<file path="config.mk">
export PLATFORM = sky130hd
export DESIGN_NAME = display_mode_fsm
export DESIGN_NICKNAME = d
export VERILOG_FILES = /design/src/rtl/display_mode_fsm.sv
export SDC_FILE = /design/constraint.sdc
export NUM_CORES = 1
export LEC_CHECK = 0
export ABC_AREA = 1
export CAP_MARGIN = 20
export CORE_MARGIN = 5
export CORE_UTILIZATION = 55
export DETAILED_ROUTE_END_ITERATION = 8
export PLACE_DENSITY = 0.77
export SKIP_LAST_GASP = 1
export SLEW_MARGIN = 20
export SYNTH_ARGS = -nofsm -noshare
export SYNTH_HDL_FRONTEND = slang
export SYNTH_SLANG_ARGS = --single-unit
</file>
<file path="constraint.sdc">
create_clock -name clk -period 2.7 [get_ports clk]
set_clock_uncertainty 0.1 [all_clocks]
set_input_delay 0.27 -clock clk [delete_from_list [all_inputs] [get_ports clk]]
set_output_delay 0.27 -clock clk [all_outputs]
set_load 0.02 [all_outputs]
</file>
<file path="src/rtl/display_mode_fsm.sv">
// display_mode_fsm: synchronised, debounced next/prev buttons step a wrapping display-mode index.
// Define DISPLAY_MODE_AUTOREPEAT_EN to make held buttons auto-repeat after HOLD_CYCLES / REPEAT_CYCLES.
module display_mode_fsm #(
  parameter int NUM_MODES       = 4,
  parameter int RESET_MODE      = 0,
  parameter int DEBOUNCE_CYCLES = 20,
  parameter int HOLD_CYCLES     = 50_000_000,
  parameter int REPEAT_CYCLES   = 12_500_000,
  localparam int MODE_W         = $clog2(NUM_MODES)
) (
  input  logic                 clk,
  input  logic                 reset,
  input  logic                 next_bt,
  input  logic                 prev_bt,
  output logic [MODE_W-1:0]    mode_sel,
  output logic [NUM_MODES-1:0] mode_onehot,
  output logic                 mode_changed
);

  if (NUM_MODES < 2 || NUM_MODES > 16 || RESET_MODE < 0 || RESET_MODE >= NUM_MODES ||
      DEBOUNCE_CYCLES < 1 || HOLD_CYCLES < 1 || REPEAT_CYCLES < 1) begin : g_bad_params
    $error("display_mode_fsm: illegal parameter combination");
  end

  localparam int                   DB_W          = $clog2(DEBOUNCE_CYCLES + 1);
  localparam logic [DB_W-1:0]      DB_LAST       = DB_W'(DEBOUNCE_CYCLES - 1);
  localparam logic [MODE_W-1:0]    MODE_LAST     = MODE_W'(NUM_MODES - 1);
  localparam logic [MODE_W-1:0]    RESET_SEL     = MODE_W'(RESET_MODE);
  localparam logic [MODE_W:0]      NUM_MODES_EXT = (MODE_W + 1)'(NUM_MODES);
  localparam logic [NUM_MODES-1:0] ONE_HOT_BASE  = NUM_MODES'(1);
  localparam logic [NUM_MODES-1:0] RESET_ONEHOT  = ONE_HOT_BASE << RESET_MODE;

  typedef enum logic [1:0] {
    RELEASED,
    PRESS_WAIT,
    HELD,
    RELEASE_WAIT
  } db_state_t;

  // Bit 0 tracks next_bt, bit 1 tracks prev_bt throughout.
  logic [1:0]      sync1, sync2;
  db_state_t       state [2];
  db_state_t       state_nx [2];
  logic [DB_W-1:0] cnt [2];
  logic [DB_W-1:0] cnt_nx [2];
  logic [1:0]      press_evt, press_evt_nx;

`ifdef DISPLAY_MODE_AUTOREPEAT_EN
  localparam int              HOLD_W     = $clog2((HOLD_CYCLES > REPEAT_CYCLES ?
                                                   HOLD_CYCLES : REPEAT_CYCLES) + 1);
  localparam logic [HOLD_W-1:0] HOLD_LAST = HOLD_W'(HOLD_CYCLES - 1);
  localparam logic [HOLD_W-1:0] REP_LAST  = HOLD_W'(REPEAT_CYCLES - 1);

  logic [HOLD_W-1:0] hold_cnt [2];
  logic [HOLD_W-1:0] hold_nx [2];
  logic [1:0]        repeating, repeating_nx;
`endif

  logic [MODE_W-1:0]    mode_nx;
  logic [NUM_MODES-1:0] onehot_nx;
  logic                 changed_nx;

  always_ff @(posedge clk) begin
    if (reset) begin
      sync1     <= '0;
      sync2     <= '0;
      press_evt <= '0;
      for (int b = 0; b < 2; b++) begin
        state[b] <= RELEASED;
        cnt[b]   <= '0;
      end
`ifdef DISPLAY_MODE_AUTOREPEAT_EN
      repeating <= '0;
      for (int b = 0; b < 2; b++) hold_cnt[b] <= '0;
`endif
    end else begin
      sync1     <= {prev_bt, next_bt};
      sync2     <= sync1;
      press_evt <= press_evt_nx;
      for (int b = 0; b < 2; b++) begin
        state[b] <= state_nx[b];
        cnt[b]   <= cnt_nx[b];
      end
`ifdef DISPLAY_MODE_AUTOREPEAT_EN
      repeating <= repeating_nx;
      for (int b = 0; b < 2; b++) hold_cnt[b] <= hold_nx[b];
`endif
    end
  end

  // A level change is accepted only after DEBOUNCE_CYCLES further stable samples.
  always_comb begin
    press_evt_nx = '0;
    for (int b = 0; b < 2; b++) begin
      state_nx[b] = state[b];
      cnt_nx[b]   = cnt[b];
    end
`ifdef DISPLAY_MODE_AUTOREPEAT_EN
    repeating_nx = repeating;
    for (int b = 0; b < 2; b++) hold_nx[b] = hold_cnt[b];
`endif
    for (int b = 0; b < 2; b++) begin
      unique case (state[b])
        RELEASED: begin
          cnt_nx[b] = '0;
          if (sync2[b]) state_nx[b] = PRESS_WAIT;
        end
        PRESS_WAIT: begin
          if (!sync2[b]) begin
            state_nx[b] = RELEASED;
            cnt_nx[b]   = '0;
          end else if (cnt[b] == DB_LAST) begin
            state_nx[b]     = HELD;
            cnt_nx[b]       = '0;
            press_evt_nx[b] = 1'b1;
          end else begin
            cnt_nx[b] = cnt[b] + DB_W'(1);
          end
        end
        HELD: begin
          cnt_nx[b] = '0;
          if (!sync2[b]) begin
            state_nx[b] = RELEASE_WAIT;
          end
`ifdef DISPLAY_MODE_AUTOREPEAT_EN
          // First repeat after HOLD_CYCLES held samples, then every REPEAT_CYCLES.
          else if (hold_cnt[b] == (repeating[b] ? REP_LAST : HOLD_LAST)) begin
            hold_nx[b]      = '0;
            repeating_nx[b] = 1'b1;
            press_evt_nx[b] = 1'b1;
          end else begin
            hold_nx[b] = hold_cnt[b] + HOLD_W'(1);
          end
`endif
        end
        RELEASE_WAIT: begin
          if (sync2[b]) begin
            state_nx[b] = HELD;
            cnt_nx[b]   = '0;
          end else if (cnt[b] == DB_LAST) begin
            state_nx[b] = RELEASED;
            cnt_nx[b]   = '0;
`ifdef DISPLAY_MODE_AUTOREPEAT_EN
            hold_nx[b]      = '0;
            repeating_nx[b] = 1'b0;
`endif
          end else begin
            cnt_nx[b] = cnt[b] + DB_W'(1);
          end
        end
        default: begin
          state_nx[b] = RELEASED;
          cnt_nx[b]   = '0;
        end
      endcase
    end
  end

  // Opposing events in the same cycle cancel; an out-of-range index recovers silently.
  always_comb begin
    mode_nx    = mode_sel;
    changed_nx = 1'b0;
    if ({1'b0, mode_sel} >= NUM_MODES_EXT) begin
      mode_nx = RESET_SEL;
    end else if (press_evt == 2'b01) begin
      mode_nx    = (mode_sel == MODE_LAST) ? '0 : mode_sel + MODE_W'(1);
      changed_nx = 1'b1;
    end else if (press_evt == 2'b10) begin
      mode_nx    = (mode_sel == '0) ? MODE_LAST : mode_sel - MODE_W'(1);
      changed_nx = 1'b1;
    end
    onehot_nx = ONE_HOT_BASE << mode_nx;
  end

  always_ff @(posedge clk) begin
    if (reset) begin
      mode_sel     <= RESET_SEL;
      mode_onehot  <= RESET_ONEHOT;
      mode_changed <= 1'b0;
    end else begin
      mode_sel     <= mode_nx;
      mode_onehot  <= onehot_nx;
      mode_changed <= changed_nx;
    end
  end

endmodule

</file>
==> results of run 1 <==
==> report_power, final <==
part           internal (mW)  leakage (nW)  total (mW)  switching (mW)
registers              0.412         0.219       0.428          0.0154
logic                 0.0401         0.328      0.0997          0.0595
clock network         0.0577        0.0150       0.163           0.106
total                  0.510         0.562       0.691           0.181
==> registers in the layout, summed over array words and instances (netlist names), named ones only <==
| signal | count |
|---|---|
| cnt | 10 |
| mode_changed | 1 |
| mode_onehot | 4 |
| mode_sel | 2 |
| press_evt | 2 |
| state | 2 |
| sync1 | 2 |
| sync2 | 2 |
==> layout by cell type, fill, tap and decap left out <==
cell type	count
clkbuf_4	3
ha_1	11
nand2_2	2
dfxtp_1	27
nand3_1	10
and3_1	2
xnor2_1	3
nor2_1	27
clkbuf_1	1
nand2_1	16
nand4_1	1
clkdlybuf4s50_1	10
o21ai_1	4
inv_2	4
inv_1	18
nor3_1	2
xor2_1	4
nor2_2	2
o21ai_0	4
==> through the flow <==
| stage | cell area, sq um | hold slack [ns] |
|---|---|---|
| 2_1_floorplan | 1132 | 0.2770 |
| 3_3_place_gp | 1261 | 0.2956 |
| 3_5_place_dp | 1261 | 0.2988 |
| 4_1_cts | 1287 | 0.3176 |
| 5_1_grt | 1287 | 0.3475 |
| 6_report | 1287 | 0.3170 |
==> worst paths after layout <==
check             cells past startpoint              to  slack (ns)
setup / recovery                      1     mode_sel[1]        0.98
hold / removal                        2        sync2[0]        0.32
setup reg to reg                      8  mode_onehot[0]        1.13
hold reg to reg                       2        sync2[0]        0.32
==> worst min-delay path, cell delays in order, from the launching register on <==
cell,delay (ns)
dfxtp_1,0.32
inv_1,0.04
nor2_1,0.03
==> kinds of logic (layout without fill, tap and decap cells) <==
kind of cell / count (synthesis) / count (layout) / synth area share, %
compound gates: 8 / 8 / 3.536
xor+xnor: 7 / 7 / 5.414
fa+ha+maj: 11 / 11 / 12.15
buf+inv: 23 / 36 / 7.734
flops: 27 / 27 / 47.73
simple gates: 62 / 62 / 23.43
==> routing by layer <==
metal | vias to the layer above | routed length, um | GRT usage (%)
met5 | - | 0 | 0
met4 | 0 | 12 | 4.167
met3 | 2 | 56 | 3.963
met2 | 9 | 831 | 22.64
met1 | 372 | 751 | 14.31
li1 | 447 | - | -
==> layout make-up <==
type | instances | share of cell area, %
clock buffers | 4 | 2.041
repair buffers | 10 | 7.775
multi-input cells | 88 | 39.16
well taps | 27 | 2.624
flip-flops and latches | 27 | 41.98
inverters | 22 | 6.414
==> impl_metrics.json, run 1 <==
{
  "place_ws_ns": 1.086,
  "ctsResizeCount": 0,
  "rsz0062_at_grt": "no",
  "path_clk_slew_ns": 0.13,
  "yosysSeqAreaShare_pct": 47.73,
  "root_buffer": "clkbuf_4",
  "vias_per_cell": 4.663,
  "cpPeakStageDelay_ns": 0.63,
  "row_count": 16,
  "numPlacedInstances": 174,
  "vias": 830,
  "crit_family": "buffers and inverters",
  "total_power_mw": 0.6907,
  "die_w_um": 55.38,
  "grt_pass1_vias": 813,
  "cap_violations": 0,
  "clk_latency_ns": 0.31,
  "nFillCells": 176,
  "io_buffers": 10,
  "multi_input_area_sq_um": 504.2,
  "syn_area_per_cell_sq_um": 8.205,
  "fin_cells": 178,
  "area_growth_pct": 13.70,
  "synthTopCellsByCount": "27 x dfxtp_1, 27 x nor2_1, 18 x inv_1",
  "critPathMaxFanout": 4,
  "arrival_ns": 1.35,
  "crit_slowest_cell": "clkdlybuf4s50_1",
  "routedWlPerCell_um": 9.281,
  "grt.overflow.total": 0,
  "synth.largest_area_cell": "dfxtp_1",
  "synth-seq-cells": 27,
  "h-tree-depth": 1,
  "detail_route.iter0.violations": 8,
  "irDropWorstVdd_mv": 0.4042,
  "die_h_um": 55.38,
  "hpwl_mm": 1.370,
  "ios": 11,
  "hold_viol": 0,
  "clock_path_buffers": 2,
  "cp-startpoint": "mode_sel[1]",
  "cp.required_ns": 2.33,
  "die_area_sq_mm": 0.003066,
  "tightest_slew_ns": 0.3636,
  "netlist_instances": 138,
  "core_area_sq_mm": 0.001962,
  "drc_errors": 0,
  "synth_top_area_share_pct": 47.73,
  "drv_slew": 0,
  "cts_sinks": 27,
  "antenna_found_initial": 0,
  "setup_viol": 0,
  "regArea_sq_um": 540.5,
  "n_antenna_cell": 0,
  "worstSetupPathType": "register to output port",
  "grt_util_all_layers_pct": 12.74,
  "wl_mm": 1.652,
  "ys.flop_type": "dfxtp_1",
  "nNetsFinal": 167,
  "slew_headroom_pct": 75.69,
  "cts.hold.buffers_added": 0,
  "syn-num-nets": 153,
  "finalCritPeriodShare_pct": 63.57,
  "numCtsBuffers": 3,
  "synth_edf_count": 0,
  "min_path_type": "register to register",
  "fin_util_pct": 65.63,
  "syn-cell-area_sq_mm": 0.001132,
  "synth_cell_types": 17,
  "post_cts_buffers": 0,
  "async_flop_share_pct": 0,
  "finalWorstSetupSlack_ns": 0.9836,
  "ant_nets": 0,
  "cts_tree": "built",
  "reg2reg_from": "mode_sel[0]",
  "status": "finished clean",
  "yosysWarnings": 0,
  "setup_tns_ns": 0,
  "worstPathCellList": "clkdlybuf4s50_1",
  "start_kind": "register",
  "final_layout_size_suffix_gt1_share_pct": 7.285,
  "min-delay-start": "sync1[0]",
  "grt_max_degree": 15,
  "place.gp.congestion": 0.7044,
  "leakage_nw": 0.5618,
  "clock.fmax_ghz": 0.5826,
  "path_buf_inv": 1,
  "p_per_area_mw_per_mm2": 536.5,
  "synthTopCellsByArea": "dfxtp_1 48%, ha_1 12%, nor2_1 9.0%",
  "first_pass_iters": 4,
  "start_util_pct": 57.72,
  "grt_pass1_wl_mm": 3.215,
  "cp-end-kind": "output port",
  "layout_min_cycle_time_ns": 1.716
}
No activity file was read; power rests on OpenSTA's default activity.
==> inputs of run 2 (changes only) <==
--- a/config.mk
+++ b/config.mk
@@ -8,9 +8,9 @@
 export ABC_AREA = 1
 export CAP_MARGIN = 20
 export CORE_MARGIN = 5
-export CORE_UTILIZATION = 55
+export CORE_UTILIZATION = 54
 export DETAILED_ROUTE_END_ITERATION = 8
-export PLACE_DENSITY = 0.77
+export PLACE_DENSITY = 0.76
 export SKIP_LAST_GASP = 1
 export SLEW_MARGIN = 20
 export SYNTH_ARGS = -nofsm -noshare
==> constraint.sdc (replaced) <==
create_clock -name clk -period 1.6 [get_ports clk]
set_clock_uncertainty 0.1 [all_clocks]
set_input_delay 0.16 -clock clk [delete_from_list [all_inputs] [get_ports clk]]
set_output_delay 0.16 -clock clk [all_outputs]
set_load 0.02 [all_outputs]
==> run 2 against run 1 <==
Clock-buffer cell count did not move. Global-route usage barely moved. Sequential share of layout area fell by 0.59 points. Combinational power rose by 100%. Cell count rose by 1.7%. First-iteration DRC count rose by 13%. Die area rose by 1.5%. Hold slack got worse by 0.073 ns. Final area rose by 1.7%. Highest routed layer unchanged. Setup slack got worse by 0.90 ns. Critical path type unchanged. Clock power rose by 71%.
==> impl_metrics.json, run 2 (synthesis gave the netlist of run 1 again) <==
{
  "cts_tree": "built",
  "grt_pass1_wl_mm": 3.167,
  "min_path_type": "input pin to register",
  "grt_pass1_vias": 836,
  "n_antenna_cell": 0,
  "top_layer_used": "met4",
  "grt_util_all_layers_pct": 12.71,
  "grt_max_degree": 15,
  "path_clk_slew_ns": 0.13,
  "status": "finished clean",
  "io_buffers": 10,
  "path_buf_inv": 1,
  "setup_viol": 0,
  "multi_input_area_sq_um": 504.2,
  "start_kind": "register",
  "clock.fmax_ghz": 0.6601,
  "cap_violations": 0,
  "grt.overflow.total": 0,
  "clock_path_buffers": 2,
  "worstSetupPathType": "register to output port",
  "worstPathCellList": "clkdlybuf4s50_1",
  "ant_nets": 0,
  "die_area_sq_mm": 0.003113,
  "die_w_um": 55.79,
  "first_pass_iters": 2,
  "nNetsFinal": 170,
  "place_ws_ns": 0.1368,
  "ios": 11,
  "rsz0062_at_grt": "no",
  "cpPeakStageDelay_ns": 0.61,
  "nFillCells": 166,
  "largestRegisters": "cnt: 10 flops, mode_onehot: 4 flops",
  "vias": 859,
  "p_per_area_mw_per_mm2": 909.8,
  "wl_met2_um": 910,
  "vias_per_cell": 4.746,
  "antenna_found_initial": 0,
  "start_util_pct": 57.13,
  "met3_length_um": 46,
  "drv_slew": 0,
  "place.gp.congestion": 0.7002,
  "slew_headroom_pct": 84.64,
  "critPathMaxFanout": 1,
  "finalWorstSetupSlack_ns": 0.08507,
  "core_area_sq_mm": 0.001982,
  "final_cell_mix": "27 x nor2_1, 26 x dfxtp_1, 18 x inv_1, 16 x nand2_1, 11 x ha_1",
  "hold_viol": 0,
  "leakage_nw": 0.5868,
  "numCtsBuffers": 3,
  "finalCritPeriodShare_pct": 94.68,
  "area_growth_pct": 15.58,
  "detail_route.iter0.violations": 9,
  "setup_tns_ns": 0,
  "hpwl_mm": 1.420,
  "root_buffer": "clkbuf_4",
  "routedWlPerCell_um": 9.785,
  "whs_ns": 0.2436,
  "regMostFlops": "cnt",
  "drt-met1-wl_um": 775,
  "drc_errors": 0,
  "crit_family": "buffers and inverters",
  "cp-end-kind": "output port",
  "total_power_mw": 1.191,
  "cp.required_ns": 1.34,
  "arrival_ns": 1.25,
  "h-tree-depth": 1,
  "row_count": 16,
  "tightest_slew_ns": 0.2297,
  "die_h_um": 55.79,
  "layout_min_cycle_time_ns": 1.515,
  "cts_sinks": 27,
  "final_layout_size_suffix_gt1_share_pct": 9.740,
  "clk_latency_ns": 0.31,
  "irDropWorstVdd_mv": 0.8693,
  "wl_mm": 1.771,
  "crit_slowest_cell": "clkdlybuf4s50_1",
  "regArea_sq_um": 541.8,
  "largest_reg_flops": 10,
  "layout_commonest_cell": "nor2_1"
}
run 2: cell count changes in the layout (fill, tap and decap cells not counted):
cell,delta
buf_4,+3
clkdlybuf4s50_1,-2
dlygate4sd2_1,+2
dfxtp_1,-1
dfxtp_2,+1
run 2: layout make-up:
class                           instances  area share (%)
Clock buffer                            4           2.008
Inverter                               22           6.310
Multi-Input combinational cell         88           38.53
Sequential cell                        27           41.40
Tap cell                               27           2.581
Timing Repair Buffer                   13           9.178
run 2: where the power goes:
part | switching (mW) | total, mW | internal, mW
clock | 0.181 | 0.279 | 0.0975
combinational | 0.120 | 0.202 | 0.0818
sequential | 0.0144 | 0.710 | 0.695
run 2: routing by layer:
| metal | GRT usage (%) | vias up |
|---|---|---|
| met1 | 13.38 | 392 |
| met3 | 2.088 | 5 |
| li1 | - | 454 |
| met4 | 7.292 | 0 |
| met2 | 23.48 | 8 |
| met5 | 0 | - |
run 2: final timing paths:
path,start,end,slack (ns),cells after the start
worst max-delay path,mode_onehot[1],mode_onehot[1],0.09,1
worst min-delay path,prev_bt,sync1[1],0.24,3
worst max register to register,register,state[0][2],0.14,9
worst min register to register,sync1[0],sync2[0],0.32,2
run 2: repair_timing:
action / CTS / global route
hold buffers: 0 / 0
setup endpoints to repair: 2 / 1
setup buffers: 0 / 0
resized for setup: 2 / 1
cloned: 0 / 0
endpoints found under the hold margin: 0 / 0
run 2: metrics by stage:
stage / instances / area (sq um) / util [%]
6_report: 181 / 1309 / 66.04
5_1_grt: 181 / 1309 / 66.04
4_1_cts: 181 / 1308 / 65.97
3_5_place_dp: 177 / 1284 / 64.77
3_3_place_gp: 177 / 1284 / 64.77
2_1_floorplan: 138 / 1132 / -
